--- src/rtl/fifo_stream_reader_pkg.sv ---
// Shared types and constants for the FIFO read-side stream consumer.
package fifo_stream_reader_pkg;

  localparam int unsigned DATA_WIDTH_DEF = 16;
  localparam int unsigned BURST_CNT_W    = 16;
  localparam int unsigned OCC_W          = 2;
  localparam int unsigned CREDIT_W       = 3;
  localparam int unsigned MAX_CREDIT     = 2;

  typedef enum logic [1:0] {
    IDLE = 2'd0,
    RUN  = 2'd1,
    STOP = 2'd2
  } state_e;

  // Slots already claimed: words sitting in the buffer plus the one on the FIFO bus.
  function automatic logic [CREDIT_W-1:0] credit_used(input logic [OCC_W-1:0] occ,
                                                      input logic inflight);
    return CREDIT_W'(occ) + CREDIT_W'(inflight);
  endfunction

endpackage

--- src/rtl/stream_skid_buffer.sv ---
// Two-entry FIFO-ordered valid/ready buffer; head entry drives the stream directly.
module stream_skid_buffer
  import fifo_stream_reader_pkg::*;
#(
  parameter int unsigned DATA_WIDTH = DATA_WIDTH_DEF
) (
  input  logic                  clk,
  input  logic                  rst_n,
  input  logic                  push,
  input  logic [DATA_WIDTH-1:0] push_data,
  input  logic                  pop,
  output logic [OCC_W-1:0]      occ,
  output logic [DATA_WIDTH-1:0] head_data,
  output logic                  head_valid
);

  logic [DATA_WIDTH-1:0] entry0;
  logic [DATA_WIDTH-1:0] entry1;
  logic [DATA_WIDTH-1:0] entry0_n;
  logic [DATA_WIDTH-1:0] entry1_n;
  logic [OCC_W-1:0]      occ_n;
  logic                  do_pop;

  // Next buffer contents; a simultaneous push and pop keeps occupancy unchanged.
  always_comb begin
    entry0_n = entry0;
    entry1_n = entry1;
    occ_n    = occ;
    do_pop   = pop && (occ != OCC_W'(0));
    case (occ)
      2'd0: begin
        if (push) begin
          entry0_n = push_data;
          occ_n    = 2'd1;
        end
      end
      2'd1: begin
        if (push && do_pop) begin
          entry0_n = push_data;
        end else if (push) begin
          entry1_n = push_data;
          occ_n    = 2'd2;
        end else if (do_pop) begin
          occ_n = 2'd0;
        end
      end
      2'd2: begin
        if (do_pop) begin
          entry0_n = entry1;
          if (push) begin
            entry1_n = push_data;
          end else begin
            occ_n = 2'd1;
          end
        end
      end
      default: occ_n = 2'd0;
    endcase
  end

  // Buffer registers with synchronous active-low reset.
  always_ff @(posedge clk) begin
    if (!rst_n) begin
      entry0     <= '0;
      entry1     <= '0;
      occ        <= '0;
      head_valid <= 1'b0;
    end else begin
      entry0     <= entry0_n;
      entry1     <= entry1_n;
      occ        <= occ_n;
      head_valid <= (occ_n != OCC_W'(0));
    end
  end

  assign head_data = entry0;

endmodule

--- src/rtl/fifo_stream_reader.sv ---
// Pops the async FIFO read port into a valid/ready stream with burst framing and a beat counter.
module fifo_stream_reader
  import fifo_stream_reader_pkg::*;
#(
  parameter int unsigned DATA_WIDTH = DATA_WIDTH_DEF,
  parameter int unsigned BURST_LEN  = 64,
  parameter int unsigned CNT_WIDTH  = 32
) (
  input  logic                  clock_read,
  input  logic                  read_reset_n,
  input  logic                  drain_enable,
  input  logic                  fifo_empty,
  output logic                  fifo_read_enable,
  input  logic [DATA_WIDTH-1:0] fifo_read_data,
  output logic [DATA_WIDTH-1:0] out_data,
  output logic                  out_valid,
  input  logic                  out_ready,
  output logic                  out_last,
  output logic                  busy,
  output logic [CNT_WIDTH-1:0]  word_count
);

  localparam logic [BURST_CNT_W-1:0] LAST_IDX = BURST_CNT_W'(BURST_LEN - 1);

  state_e                 state;
  state_e                 state_n;
  logic                   inflight;
  logic [OCC_W-1:0]       occ;
  logic                   beat;
  logic                   credit_ok;
  logic [BURST_CNT_W-1:0] burst_cnt;

  assign beat      = out_valid && out_ready;
  // A beat leaving this cycle frees a slot for the word that lands next cycle.
  assign credit_ok = credit_used(occ, inflight) < (CREDIT_W'(MAX_CREDIT) + CREDIT_W'(beat));
  assign out_last  = (burst_cnt == LAST_IDX) && out_valid;

  // State register.
  always_ff @(posedge clock_read) begin
    if (!read_reset_n) begin
      state <= IDLE;
    end else begin
      state <= state_n;
    end
  end

  // Next-state logic; STOP drains landed and buffered words before going idle.
  always_comb begin
    state_n = state;
    case (state)
      IDLE: if (drain_enable) state_n = RUN;
      RUN:  if (!drain_enable) state_n = STOP;
      STOP: begin
        if (drain_enable) begin
          state_n = RUN;
        end else if (!inflight && (occ == OCC_W'(0))) begin
          state_n = IDLE;
        end
      end
      default: state_n = IDLE;
    endcase
  end

  // FSM outputs: pop strobe gated by state, FIFO flag and buffer credit.
  always_comb begin
    fifo_read_enable = 1'b0;
    busy             = (state != IDLE);
    if ((state == RUN) && !fifo_empty && credit_ok) begin
      fifo_read_enable = 1'b1;
    end
  end

  // In-flight flag: the popped word appears on fifo_read_data one cycle later.
  always_ff @(posedge clock_read) begin
    if (!read_reset_n) begin
      inflight <= 1'b0;
    end else begin
      inflight <= fifo_read_enable;
    end
  end

  // Burst position and total beat counter.
  always_ff @(posedge clock_read) begin
    if (!read_reset_n) begin
      burst_cnt  <= '0;
      word_count <= '0;
    end else if (beat) begin
      burst_cnt  <= (burst_cnt == LAST_IDX) ? '0 : burst_cnt + BURST_CNT_W'(1);
      word_count <= word_count + CNT_WIDTH'(1);
    end
  end

  stream_skid_buffer #(
    .DATA_WIDTH(DATA_WIDTH)
  ) u_skid (
    .clk        (clock_read),
    .rst_n      (read_reset_n),
    .push       (inflight),
    .push_data  (fifo_read_data),
    .pop        (beat),
    .occ        (occ),
    .head_data  (out_data),
    .head_valid (out_valid)
  );

endmodule

--- config.mk ---
export PLATFORM = sky130hd
export DESIGN_NAME = fifo_stream_reader
export DESIGN_NICKNAME = d
export VERILOG_FILES = /design/src/rtl/fifo_stream_reader_pkg.sv /design/src/rtl/stream_skid_buffer.sv /design/src/rtl/fifo_stream_reader.sv
export SDC_FILE = /design/constraint.sdc
export NUM_CORES = 1
export LEC_CHECK = 0
export ABC_CLOCK_PERIOD_IN_PS = 5280
export BUFFER_PORTS_ARGS = -buffer_cell sky130_fd_sc_hd__buf_2
export CORE_MARGIN = 1.5
export CORE_UTILIZATION = 55
export CTS_BUF_LIST = sky130_fd_sc_hd__clkbuf_8
export DETAILED_ROUTE_END_ITERATION = 7
export PLACE_DENSITY = 0.79
export SETUP_SLACK_MARGIN = 0.2
export SLEW_MARGIN = 20
export SYNTH_ARGS = -nofsm -noshare
export SYNTH_HDL_FRONTEND = slang
export SYNTH_HIERARCHICAL = 1
export SYNTH_SLANG_ARGS = --single-unit
export TNS_END_PERCENT = 1
--- constraint.sdc ---
create_clock -name clock_read -period 5.28 [get_ports clock_read]
set_input_delay 0.528 -clock clock_read [delete_from_list [all_inputs] [get_ports clock_read]]
set_output_delay 0.528 -clock clock_read [all_outputs]
set_load 0.1 [all_outputs]
After elaboration in Yosys (flattened, before gate mapping)
Cells that the tools add are included.
{ "word_totals": {"reg_bits": 86, "latch_bits": 0, "ram_bits": 0, "mem_bits_ro": 0, "in_bits": 21, "output_inout_bits": 52, "n_memories": 0} }
{ "classes": {"n_addsub": 4, "n_mul": 0, "div_mod_pow": 0, "order_cmp": 1, "eq_ne": 12, "n_shift": 0, "n_mux": 22, "n_bitwise": 0, "reduce_logical": 19} }
{ "op_table": {"columns": ["operator", "n"], "rows": [
  ["$mux 16", 7],
  ["$pmux 16 s3", 1],
  ["$add 32x1->32 const B", 1],
  ["$pmux 16 s2", 1],
  ["$mux 2", 10],
  ["$add 16x1->16 const B", 1],
  ["$eq 16x6->1 const B", 1],
  ["$pmux 2 s3", 2],
  ["$ne 2x2->1 const B", 4],
  ["$reduce_bool 2->1", 4],
  ["$logic_and 1x1->1", 7],
  ["$reduce_and 3->1", 2],
  ["$eq 2x1->1 const B", 2],
  ["$eq 2x2->1 const B", 2],
  ["$logic_not 2->1", 2],
  ["$ne 2x1->1 const B", 2],
  ["$reduce_and 4->1", 1],
  ["$add 2x1->3", 1],
  ["$add 2x1->3 const A", 1],
  ["$lt 3x3->1", 1],
  ["$ne 3x3->1 const B", 1],
  ["$reduce_bool 3->1", 1],
  ["$logic_not 1->1", 2],
  ["$mux 1", 1]
]} }

Longest topological paths before layout
Gate-level depths: netlist of the first run.
{ "depth": {"ltp_word": 7, "mapped_depth": 9} }

Modules after synthesis
The synthesis of the first run kept the hierarchy.
{ "by_module_without_submodules": {"columns": ["module", "n_inst", "cells_each", "area_per_inst_um2", "seq_area_each_um2"], "rows": [
  ["fifo_stream_reader", 1, 288, 2437.3, 1021.0],
  ["stream_skid_buffer", 1, 167, 1631.6, 700.7]
]} }

Worst setup path before layout of the first run
Ideal clock, no wire load.
{ "synth_path": {"kind": "flip-flop to output port", "from": "register u_skid.head_valid", "to": "output port fifo_read_enable", "arrival_time_ns": 4.661, "setup_slack_ns": 0.091, "stages_incl_launch_ff": 5, "n_path_buf": 1, "path_cell_list": "dfxtp_1 nand2_1 clkbuf_1 o21ai_0 nor4b_1"} }
{ "synth_via": {"elab_chain_len": 5} }
{ "synth_rtl": {"columns": ["element", "line", "source"], "rows": [
  ["from (decl)", "stream_skid_buffer.sv:14", "output logic head_valid"],
  ["from (signal assigned)", "stream_skid_buffer.sv:72", "head_valid <= (occ_n != OCC_W'(0));"],
  ["$logic_and 1x1->1", "fifo_stream_reader.sv:33", "assign beat = out_valid && out_ready;"],
  ["$add 2x1->3", "fifo_stream_reader.sv:35", "assign credit_ok = credit_used(occ, inflight) < (CREDIT_W'(MAX_CREDIT) + CREDIT_W'(beat));"],
  ["$lt 3x3->1", "fifo_stream_reader.sv:35", null],
  ["$logic_and 1x1->1", "fifo_stream_reader.sv:68", "if ((state == RUN) && !fifo_empty && credit_ok) begin"],
  ["$mux 1", "fifo_stream_reader.sv:68", null],
  ["to (decl)", "fifo_stream_reader.sv:13", "output logic fifo_read_enable,"]
]} }
No other way between the ends.

Worst setup path in the final report of the first run
{ "layout_path": {"from": "register u_skid.head_valid", "to": "register u_skid.entry1[0]"} }
{ "layout_via": {"elab_chain_len": 5, "elab_cells_between_ends": 6, "classes_between": "2 x eq/ne; 4 x reduce/logical"} }
{ "layout_rtl": {"columns": ["element", "line", "source"], "rows": [
  ["$logic_and 1x1->1 *", "fifo_stream_reader.sv:33", null],
  ["named net beat", "fifo_stream_reader.sv:29", "logic beat;"],
  ["$logic_and 1x1->1 *", "stream_skid_buffer.sv:29", "do_pop = pop && (occ != OCC_W'(0));"],
  ["$logic_and 1x1->1", "stream_skid_buffer.sv:38", "if (push && do_pop) begin"],
  ["$ne 2x2->1 (no source line)", null, null],
  ["$reduce_and 3->1 (no source line) *", null, null],
  ["to (signal assigned)", "stream_skid_buffer.sv:70", "entry1 <= entry1_n;"],
  ["to (decl)", "stream_skid_buffer.sv:18", "logic [DATA_WIDTH-1:0] entry1;"]
]} }
The timed path passes the listed nets; every way through them passes the cells marked *.
A chain may end at the register's enable or synchronous reset.

==> results of run 1 <==
cells by family after synthesis:
family | Yosys count | share of synthesized area
AOI/OAI and AO/OA | 96 | 0.157
xor gates and xnor gates | 20 | 0.0431
adders and majority gates | 4 | 0.0123
buffers and inverters | 37 | 0.0489
DFF | 86 | 0.423
muxes | 33 | 0.0812
and+or+nand+nor | 179 | 0.235
routing by layer:
layer,vias to the layer above,part of all wire
met5,-,0
met4,0,0.0081
met3,8,0.042
met2,94,0.51
met1,1689,0.44
li1,1790,-
state kept, by name, indices dropped and copies added, names as in the netlist:
| name | cells |
|---|---|
| state | 2 |
| u_skid/head_data | 16 |
| u_skid/entry1 | 16 |
| u_skid/occ | 2 |
| burst_cnt | 16 |
| inflight | 1 |
| u_skid/head_valid | 1 |
| word_count | 32 |
cell type report:
cell class                 instances  area share
clock buffer                      10      0.0298
clock inverter                     6      0.0187
inverter                           9     0.00732
multi-input combinational        332       0.467
sequential                        86       0.373
tap                               99      0.0268
timing repair buffer              72      0.0780
Yosys cell counts, types with 3 or more instances:
cell	n	area share
nor2_1	24	0.022
ha_1	4	0.012
or4_1	21	0.039
and2_1	3	0.0046
buf_2	6	0.0074
nor4_1	7	0.011
and3_1	6	0.0092
buf_6	6	0.017
nand4_1	11	0.017
nand2b_1	4	0.0061
xnor2_1	9	0.019
inv_1	7	0.0065
o31ai_1	19	0.035
o21ai_0	9	0.011
dfxtp_1	86	0.42
a211oi_1	33	0.061
or3_1	8	0.012
xor2_1	11	0.024
a21oi_1	28	0.034
and4_1	3	0.0065
nand3_1	19	0.023
clkbuf_1	12	0.011
mux2i_1	33	0.081
nand2_1	58	0.054
metrics by stage:
stage	cell area (µm²)	utilization	worst slack, ns
3_5_place_dp	4390	0.609	2.25
5_1_grt	4620	0.640	2.15
6_report	4620	0.640	2.40
2_1_floorplan	4080	-	1.53
4_1_cts	4620	0.640	2.36
3_3_place_gp	4390	0.609	2.39
layout by cell type, fill, tap and decap left out, drive strengths merged, types with 2 or more instances in the layout:
| cell | n |
|---|---|
| and2b | 2 |
| o31ai | 19 |
| buf | 72 |
| ha | 4 |
| o21a | 2 |
| or3 | 8 |
| nand4 | 12 |
| a211oi | 33 |
| and4 | 3 |
| xor2 | 11 |
| nor4 | 7 |
| and2 | 3 |
| inv | 8 |
| clkbuf | 10 |
| nor2 | 24 |
| nand2b | 4 |
| nand2 | 58 |
| and3 | 7 |
| xnor2 | 9 |
| mux2i | 33 |
| clkinv | 5 |
| o21ai | 10 |
| and3b | 2 |
| or2 | 2 |
| bufinv | 2 |
| or4 | 21 |
| dfxtp | 86 |
| a21oi | 28 |
| nand3 | 20 |
path summary, 6_finish.rpt:
path                           from               end  cells past startpoint
setup / recovery  u_skid/head_valid  u_skid/entry1[0]                      5
hold reg to reg    u_skid/entry1[2]  u_skid/entry1[2]                      2
setup reg to reg  u_skid/head_valid  u_skid/entry1[0]                      5
hold / removal         drain_enable          state[1]                      2
where the power goes:
part	switching [µW]	total, µW	internal (µW)
registers	5.83	661	655
logic	76.4	99.5	23.1
clock network	240	519	279
==> Implementation_results.wiki, run 1 <==
{| class="wikitable"
! Metric !! Value
|-
| Initial antenna violation count || 0
|-
| Overall power after layout || 1280 µW
|-
| Diodes inserted || 0
|-
| Die area || a little under 8000 µm²
|-
| Post-synth EDFFs || 0
|-
| Most common flop cell mapped by yosys || dfxtp_1
|-
| Initial detailed-routing violation count || 163
|-
| Critical-path cell with the highest stage delay || o21a_1
|-
| Net count after synthesis || 480
|-
| Leakage power figure || around 0.0018 µW
|-
| Run status || completed
|-
| Critical path buffers and inverters || 1
|-
| Number of sinks driven by the clock tree || 86
|-
| Inserted Clock Buffers || 9
|-
| Signed area change from the synthesized netlist to the final layout || 13.5%
|-
| CTS root buf || clkbuf_8
|-
| Transition time of the tightest slew-check pin || roughly 1.1 ns
|-
| Endpoint class of the critical path || flip-flop
|-
| Startpoint kind of the worst setup timing path || flip-flop
|-
| Worst IR Drop VDD || roughly 0.00014 V
|-
| Met2 Track Usage GR || 0.415
|-
| Combined global-route utilization of all metal layers || 0.232
|-
| Synth Area per Inst || around 8.9 µm²
|-
| Gate Count Post-Synth || around 460
|-
| Die extent in y || 89.0 µm
|-
| Yosys warns || 6
|-
| R2r setup slk || roughly 2.4 ns
|-
| Fraction of the cycle the final worst path needs || 0.546
|-
| Largest stage delay, worst path || between 0.8 and 0.9 ns
|-
| Port Buffer Count || a little over 70
|-
| Post-synthesis register bit count || 86
|-
| Drt wl/cell || 14.6 µm
|-
| Final estimated routing congestion in global placement || around 0.84
|-
| Headroom to the max-slew limit || 0.290
|-
| Number of max-slew violations in the final report || 0
|-
| Total power density per cell area || 277 nW/µm²
|-
| Clock insertion delay at the later pin of the skew report || 0.35 ns
|-
| Number of cells after detailed placement || roughly 600
|-
| Clock tree buffer depth || 2
|-
| Number of search-and-repair iterations in the first detailed-routing pass || 4
|-
| Routing usage on met1 || 0.272
|-
| Max Cap Violations || 0
|-
| Width of the chip || ~90 µm
|-
| Clock input transition at the sequential cells of the worst setup and hold paths || 0.09 ns
|-
| Combined flip-flop and latch cell area || 1720 µm²
|-
| Final instance count without filler cells || around 610
|-
| Post-synthesis sequential area ratio || 0.423
|-
| Via count || approximately 3600
|-
| Share of final-layout standard cells stronger than drive strength 1 || 0.183
|-
| Routed vias/inst || between 5 and 6
|-
| Number of antenna-violating nets in the routed design || 0
|-
| CTS tree || done
|-
| Grt peak-use layer || met2
|-
| I/O Pins || 73
|-
| Chain of cells forming the critical path || nand2_1 > clkinv_1 > and3b_1 > o21a_1 > mux2i_1
|-
| Clock H-tree levels || 3
|-
| Data arrival time of the critical path || 3.16 ns
|-
| DP Wirelength || 6.21 mm
|-
| Setup violators final || 0
|-
| Post-CTS Setup Inserts || 0
|-
| GR Overflow Total || 0
|-
| # rows || 31
|-
| Cell area after technology mapping || 4070 µm²
|-
| Critical path class || reg -> reg
|-
| Tightest Hold Check Type || in -> reg
|-
| Post-Route Skew || approximately 0.012 ns
|-
| Maximum number of pins on one net before global-route repair || 42
|-
| Met3 usage in global routing || 0.0416
|-
| Data required, critical path || approximately 5.6 ns
|-
| Layout fillers || 647
|-
| Total Nets Final || 535
|-
| Number of hold buffers added after cts || 0
|-
| Category of cells accounting for the largest share of critical-path delay || simple AND/OR/NAND/NOR gates
|-
| Yosys cell types || between 40 and 50
|-
| Final hold violation count || 0
|-
| Unrepaired setup endpoints after global routing || no
|-
| Post-cts repair resize count || 0
|-
| Time the worst path needs with I/O delays and setup || roughly 2.9 ns
|-
| Starting density of the core || 0.564
|-
| Detailed-route DRC error count || 0
|-
| Worst hold margin || between 0.3 and 0.4 ns
|-
| Fmax || about 350 MHz
|-
| Wirelength, routed || between 8 and 9 mm
|-
| Number of global-route vias before repair || 3278
|-
| Sum of negative setup slack || 0 ns
|-
| Area of combinational cells with multiple inputs || approximately 2200 µm²
|-
| Fraction of synthesis flops using an asynchronous set or reset pin || 0
|-
| CORE AREA || 7210 µm²
|-
| First-pass GRT wire length || ~15 mm
|-
| Worst-path fanout max || 18
|}
Note: power is estimated with default switching activity, not from simulation.
==> run 2: changes to the inputs <==
ABC_CLOCK_PERIOD_IN_PS = 2500   (was 5280)
CORE_UTILIZATION = 52   (was 55)
PLACE_DENSITY = 0.78   (was 0.79)
clock period = 2.5 ns   (was 5.28 ns; I/O delays follow)
==> Implementation_results.wiki, run 2 (synthesis results as in run 1) <==
{| class="wikitable"
! Metric !! Value
|-
| Run status || completed
|-
| Inserted Clock Buffers || 9 (unchanged)
|-
| Maximum number of pins on one net before global-route repair || 34 (-19%)
|-
| Max Cap Violations || 0 (unchanged)
|-
| Leading cell type in the layout, fill and taps excluded || buf_2
|-
| Port Buffer Count || 72 (unchanged)
|-
| Hold Crit Start || drain_enable
|-
| Signed area change from the synthesized netlist to the final layout || 16.9%
|-
| Number of search-and-repair iterations in the first detailed-routing pass || 4 (unchanged)
|-
| Final estimated routing congestion in global placement || 0.843 (about the same)
|-
| Commonest cells after routing, fill and taps aside || 71 x buf_2, 64 x dfxtp_1, 58 x nand2_1
|-
| Data arrival time of the critical path || 1.94 ns (-1.22 ns)
|-
| Final instance count without filler cells || 625 (+1.8%)
|-
| CTS root buf || clkbuf_8
|-
| Combined global-route utilization of all metal layers || 0.221 (-0.0117)
|-
| Clock input transition at the sequential cells of the worst setup and hold paths || 0.08 ns (about the same)
|-
| Post-CTS Setup Inserts || 0 (unchanged)
|-
| Time the worst path needs with I/O delays and setup || around 2.2 ns
|-
| Critical path class || reg -> out
|-
| Total Nets Final || 543 (+1.5%)
|-
| Number of sinks driven by the clock tree || 86 (unchanged)
|-
| Clock insertion delay at the later pin of the skew report || 0.34 ns (about the same)
|-
| Headroom to the max-slew limit || 0.548 (+0.259)
|-
| Worst-path fanout max || 9 (-9)
|-
| GR Overflow Total || 0 (unchanged)
|-
| Fmax || approximately 460 MHz
|-
| DP Wirelength || 6.29 mm (+1.3%)
|-
| Crit Reg-Reg Startpoint || u_skid/head_valid
|-
| Setup violators final || 0 (unchanged)
|-
| Worst IR Drop VDD || 0.000429 V (+200%)
|-
| # rows || 32 (+3.2%)
|-
| Crit path launch || inflight
|-
| Unrepaired setup endpoints after global routing || yes
|-
| Max FFs per register || 32 (unchanged)
|-
| Detailed-route DRC error count || 0 (unchanged)
|-
| Endpoint class of the critical path || output pin
|-
| First-pass GRT wire length || 15.1 mm (+4.0%)
|-
| Number of max-slew violations in the final report || 0 (unchanged)
|-
| CTS tree || done
|-
| Initial antenna violation count || 0 (unchanged)
|-
| CORE AREA || 7650 µm² (+6.0%)
|-
| Die area || 8360 µm² (+5.6%)
|-
| Diodes inserted || 0 (unchanged)
|-
| Clock tree buffer depth || 2 (unchanged)
|-
| Fraction of the cycle the final worst path needs || 0.874
|-
| Number of global-route vias before repair || 3307 (+0.88%)
|-
| Number of antenna-violating nets in the routed design || 0 (unchanged)
|-
| Width of the chip || 91.5 µm (+2.7%)
|-
| Clock H-tree levels || 3 (unchanged)
|-
| Data required, critical path || 2.25 ns (-3.31 ns)
|-
| Final hold violation count || 0 (unchanged)
|-
| Drt wl/cell || 14.4 µm (-1.3%)
|-
| Leakage power figure || 0.00191 µW (+4.0%)
|-
| Total power density per cell area || 587 nW/µm² (+110%)
|-
| Startpoint kind of the worst setup timing path || flip-flop
|-
| Via count || 3599 (+0.50%)
|-
| Number of cells after detailed placement || 609 (+1.8%)
|-
| Wirelength, routed || 8.98 mm (+0.48%)
|-
| I/O Pins || 73 (unchanged)
|-
| Transition time of the tightest slew-check pin || 0.678 ns (-0.388 ns)
|-
| Largest register by flop count || word_count
|-
| Post-Route Skew || 0.00941 ns (-0.00248 ns)
|-
| Starting density of the core || 0.532 (-0.0319)
|-
| Sum of negative setup slack || 0 ns (unchanged)
|-
| Share of final-layout standard cells stronger than drive strength 1 || 0.237 (+0.0546)
|-
| Initial detailed-routing violation count || 143 (-12%)
|-
| Die extent in y || 91.5 µm (+2.7%)
|-
| Routed vias/inst || 5.76 (-1.3%)
|-
| Tightest Hold Check Type || in -> reg
|}
-- run 2: cell types whose count changed in the layout (fill, tap and decap cells not counted), sizes merged --
cell | previous run | this run
buf | 72 | 80
clkinv | 5 | 2
bufinv | 2 | 3
clkbuf | 10 | 11
inv | 8 | 9
-- run 2: layout make-up --
type / instances / area, µm²
clock inverters: 5 / 97.6
well taps: 102 / 128
flip-flops and latches: 86 / 1760
clock buffers: 11 / 151
inverters: 9 / 33.8
fillers: 680 / 2890
multi-input cells: 332 / 2170
repair buffers: 80 / 423
-- run 2: worst paths after layout --
kind | endpoint | slack (ns) | cells after the start
max | fifo_read_enable | 0.31 | 5
min | state[1] | 0.08 | 2
max reg2reg | u_skid/entry1[3] | 0.37 | 7
min reg2reg | u_skid/entry1[7] | 0.46 | 2
-- run 2: worst max-delay path, cell delays in order, from the launching register on --
cell     delay (ns)
dfxtp_1        0.47
ha_1           0.22
ha_1           0.23
o21ai_0        0.10
nor4b_4        0.24
buf_4          0.33
-- run 2: timing repair --
item | CTS | global route
hold buffers | 0 | 0
gates resized for setup | 1 | 1
endpoints found under the setup margin | 1 | 6
gates cloned | 0 | 0
pin swaps | 0 | 0
hold endpoints to repair | 0 | 0
-- run 2: routing by layer --
layer,track usage,share of wire,vias up
met2,0.373,0.50,92
met4,0.0938,0.019,0
li1,-,-,1801
met1,0.269,0.43,1689
met5,0,0,-
met3,0.0486,0.050,17
-- run 2: report_power, final --
part | internal (µW) | switching [µW] | total, µW
registers | 1380 | 11.8 | 1390
logic | 53.9 | 165 | 219
clock network | 712 | 470 | 1180
-- run 2: stage by stage --
| step | hold WS [ns] | util | cell area, µm² | power (µW) | worst slack (ns) |
|---|---|---|---|---|---|
| global route | 0.0658 | 0.622 | 4760 | 2890 | 0.186 |
| CTS | 0.0685 | 0.622 | 4750 | 2820 | 0.285 |
| floorplan | 0.328 | - | 4120 | 1590 | 0.148 |
| detailed placement | 0.443 | 0.589 | 4500 | 1640 | 0.311 |
| finish | 0.0809 | 0.622 | 4760 | 2790 | 0.315 |
| global placement | 0.436 | 0.589 | 4500 | 1640 | 0.379 |
==> run 3: changes to the inputs <==
CORE_ASPECT_RATIO = 2   (was default)
==> Implementation_results.wiki, run 3 (synthesis results as in run 1) <==
{| class="wikitable"
! Metric !! Value
|-
| Run status || completed
|-
| GR Overflow Total || 0 (unchanged)
|-
| Largest register by flop count || word_count
|-
| Critical path class || reg -> out
|-
| Total Nets Final || 545 (+0.37%)
|-
| Number of sinks driven by the clock tree || 86 (unchanged)
|-
| Worst hold margin || 0.0577 ns (-0.0232 ns)
|-
| Width of the chip || 65.6 µm (-28%)
|-
| Worst IR Drop VDD || 0.000354 V (-17%)
|-
| Clock H-tree levels || 3 (unchanged)
|-
| Place WS || 0.318 ns (+0.00668 ns)
|-
| Initial detailed-routing violation count || 204 (+43%)
|-
| Starting density of the core || 0.535 (+0.00324)
|-
| First-pass GRT wire length || 15.4 mm (+1.9%)
|-
| Leakage power figure || 0.00190 µW (-0.22%)
|-
| Combined global-route utilization of all metal layers || 0.234 (+0.0132)
|-
| Detailed-route DRC error count || 0 (unchanged)
|-
| Layout fillers || 689 (+1.3%)
|-
| # rows || 45 (+41%)
|-
| Maximum number of pins on one net before global-route repair || 26 (-24%)
|-
| Routed vias/inst || 5.93 (+3.0%)
|-
| Number of hold buffers added after cts || 0 (unchanged)
|-
| Initial antenna violation count || 0 (unchanged)
|-
| Diodes inserted || 0 (unchanged)
|-
| Drt wl/cell || 15.4 µm (+7.0%)
|-
| Endpoint class of the critical path || output pin
|-
| Worst-path fanout max || 9 (unchanged)
|-
| Clock insertion delay at the later pin of the skew report || 0.36 ns (+0.02 ns)
|-
| Final hold violation count || 0 (unchanged)
|-
| Number of max-slew violations in the final report || 0 (unchanged)
|-
| Leading cell type in the layout, fill and taps excluded || buf_2
|-
| Data arrival time of the critical path || 1.92 ns (-0.02 ns)
|-
| Fraction of the cycle the final worst path needs || 0.868 (-0.00653)
|-
| Share of final-layout standard cells stronger than drive strength 1 || 0.244 (+0.00672)
|-
| Data required, critical path || 2.25 ns (about the same)
|-
| Number of global-route vias before repair || 3437 (+3.9%)
|-
| Combined flip-flop and latch cell area || 1760 µm² (unchanged)
|-
| Headroom to the max-slew limit || 0.391 (-0.157)
|-
| Number of cells after detailed placement || 603 (-0.99%)
|-
| Area of combinational cells with multiple inputs || 2170 µm² (unchanged)
|-
| Die extent in y || 128 µm (+40%)
|-
| Wirelength, routed || 9.52 mm (+6.0%)
|-
| CTS root buf || clkbuf_8
|-
| Number of antenna-violating nets in the routed design || 0 (unchanged)
|-
| Inserted Clock Buffers || 9 (unchanged)
|-
| Setup violators final || 0 (unchanged)
|-
| Max Cap Violations || 0 (unchanged)
|-
| Tightest Hold Check Type || in -> reg
|-
| CORE AREA || 7600 µm² (-0.61%)
|-
| Unrepaired setup endpoints after global routing || yes
|-
| Clock tree buffer depth || 2 (unchanged)
|-
| Clock input transition at the sequential cells of the worst setup and hold paths || 0.08 ns (about the same)
|-
| Number of search-and-repair iterations in the first detailed-routing pass || 7 (+3)
|-
| CTS tree || done
|-
| Port Buffer Count || 72 (unchanged)
|-
| I/O Pins || 73 (unchanged)
|-
| Via count || 3670 (+2.0%)
|-
| Commonest cells after routing, fill and taps aside || 71 x buf_2, 64 x dfxtp_1, 58 x nand2_1
|-
| Post-Route Skew || 0.00588 ns (-0.00354 ns)
|-
| Time the worst path needs with I/O delays and setup || 2.17 ns (-0.0163 ns)
|-
| Final estimated routing congestion in global placement || 0.839 (-0.45%)
|-
| Sum of negative setup slack || 0 ns (unchanged)
|-
| Max FFs per register || 32 (unchanged)
|-
| Signed area change from the synthesized netlist to the final layout || 16.7%
|-
| Fmax || 461 MHz (+0.75%)
|-
| Transition time of the tightest slew-check pin || 0.914 ns (+0.236 ns)
|-
| Startpoint kind of the worst setup timing path || flip-flop
|-
| Final Worst Setup Slack || 0.331 ns (+0.0163 ns)
|-
| Final instance count without filler cells || 619 (-0.96%)
|-
| Total power density per cell area || 584 nW/µm² (-0.59%)
|-
| Die area || 8400 µm² (+0.39%)
|-
| DP Wirelength || 7.01 mm (+11%)
|}
## run 3: changes by cell type in the layout (fill, tap and decap cells not counted), sizes merged
cell | previous run | this run
clkinv | 2 | 5
buf | 80 | 82
clkbuf | 11 | 9
inv | 9 | 7
clkinvlp | 0 | 1
## run 3: through the flow
step,utilization,cell area [µm²],power [µW]
CTS,0.624,4750,2790
floorplan,-,4120,1590
global placement,0.593,4510,1640
detailed placement,0.593,4510,1640
finish,0.625,4750,2770
global route,0.625,4750,2860
## run 3: path summary, 6_finish.rpt
check | from | endpoint | slack, ns | depth (start not counted)
min | drain_enable | state[1] | 0.06 | 2
min reg2reg | u_skid/entry1[11] | u_skid/entry1[11] | 0.46 | 2
max reg2reg | u_skid/head_valid | u_skid/entry1[13] | 0.38 | 6
max | inflight | fifo_read_enable | 0.33 | 5
## run 3: layer usage
metal / vias up / wire length (µm) / global-route usage
met2: 96 / 5230 / 0.445
met1: 1750 / 3640 / 0.234
met3: 19 / 412 / 0.0439
li1: 1805 / - / -
met4: 0 / 240 / 0.112
met5: - / 0 / 0
## run 3: where the power goes
part           switching (µW)  internal [µW]  leakage [µW]
clock network             502            658      0.000119
logic                     166           55.5       0.00108
registers                11.6           1380      0.000706
## run 3: final cells by class
cell class	count	share of cell area
Clock inverter	7	0.0237
Inverter	9	0.00711
Multi-Input combinational cell	332	0.456
Timing Repair Buffer	82	0.0922
Clock buffer	9	0.0261
Tap cell	94	0.0248
Sequential cell	86	0.370
## run 3: timing repair
action                     4_1_cts  5_1_grt
setup endpoints to repair        1        7
buffers inserted                 0        0
resized for setup                1        1
pin swaps                        0        0
## run 3: worst max-delay path, stage by stage (launching register included)
cell and delay, ns:
dfxtp_1 0.48, ha_1 0.20, ha_1 0.21, o21ai_0 0.07, nor4b_4 0.25, buf_4 0.34
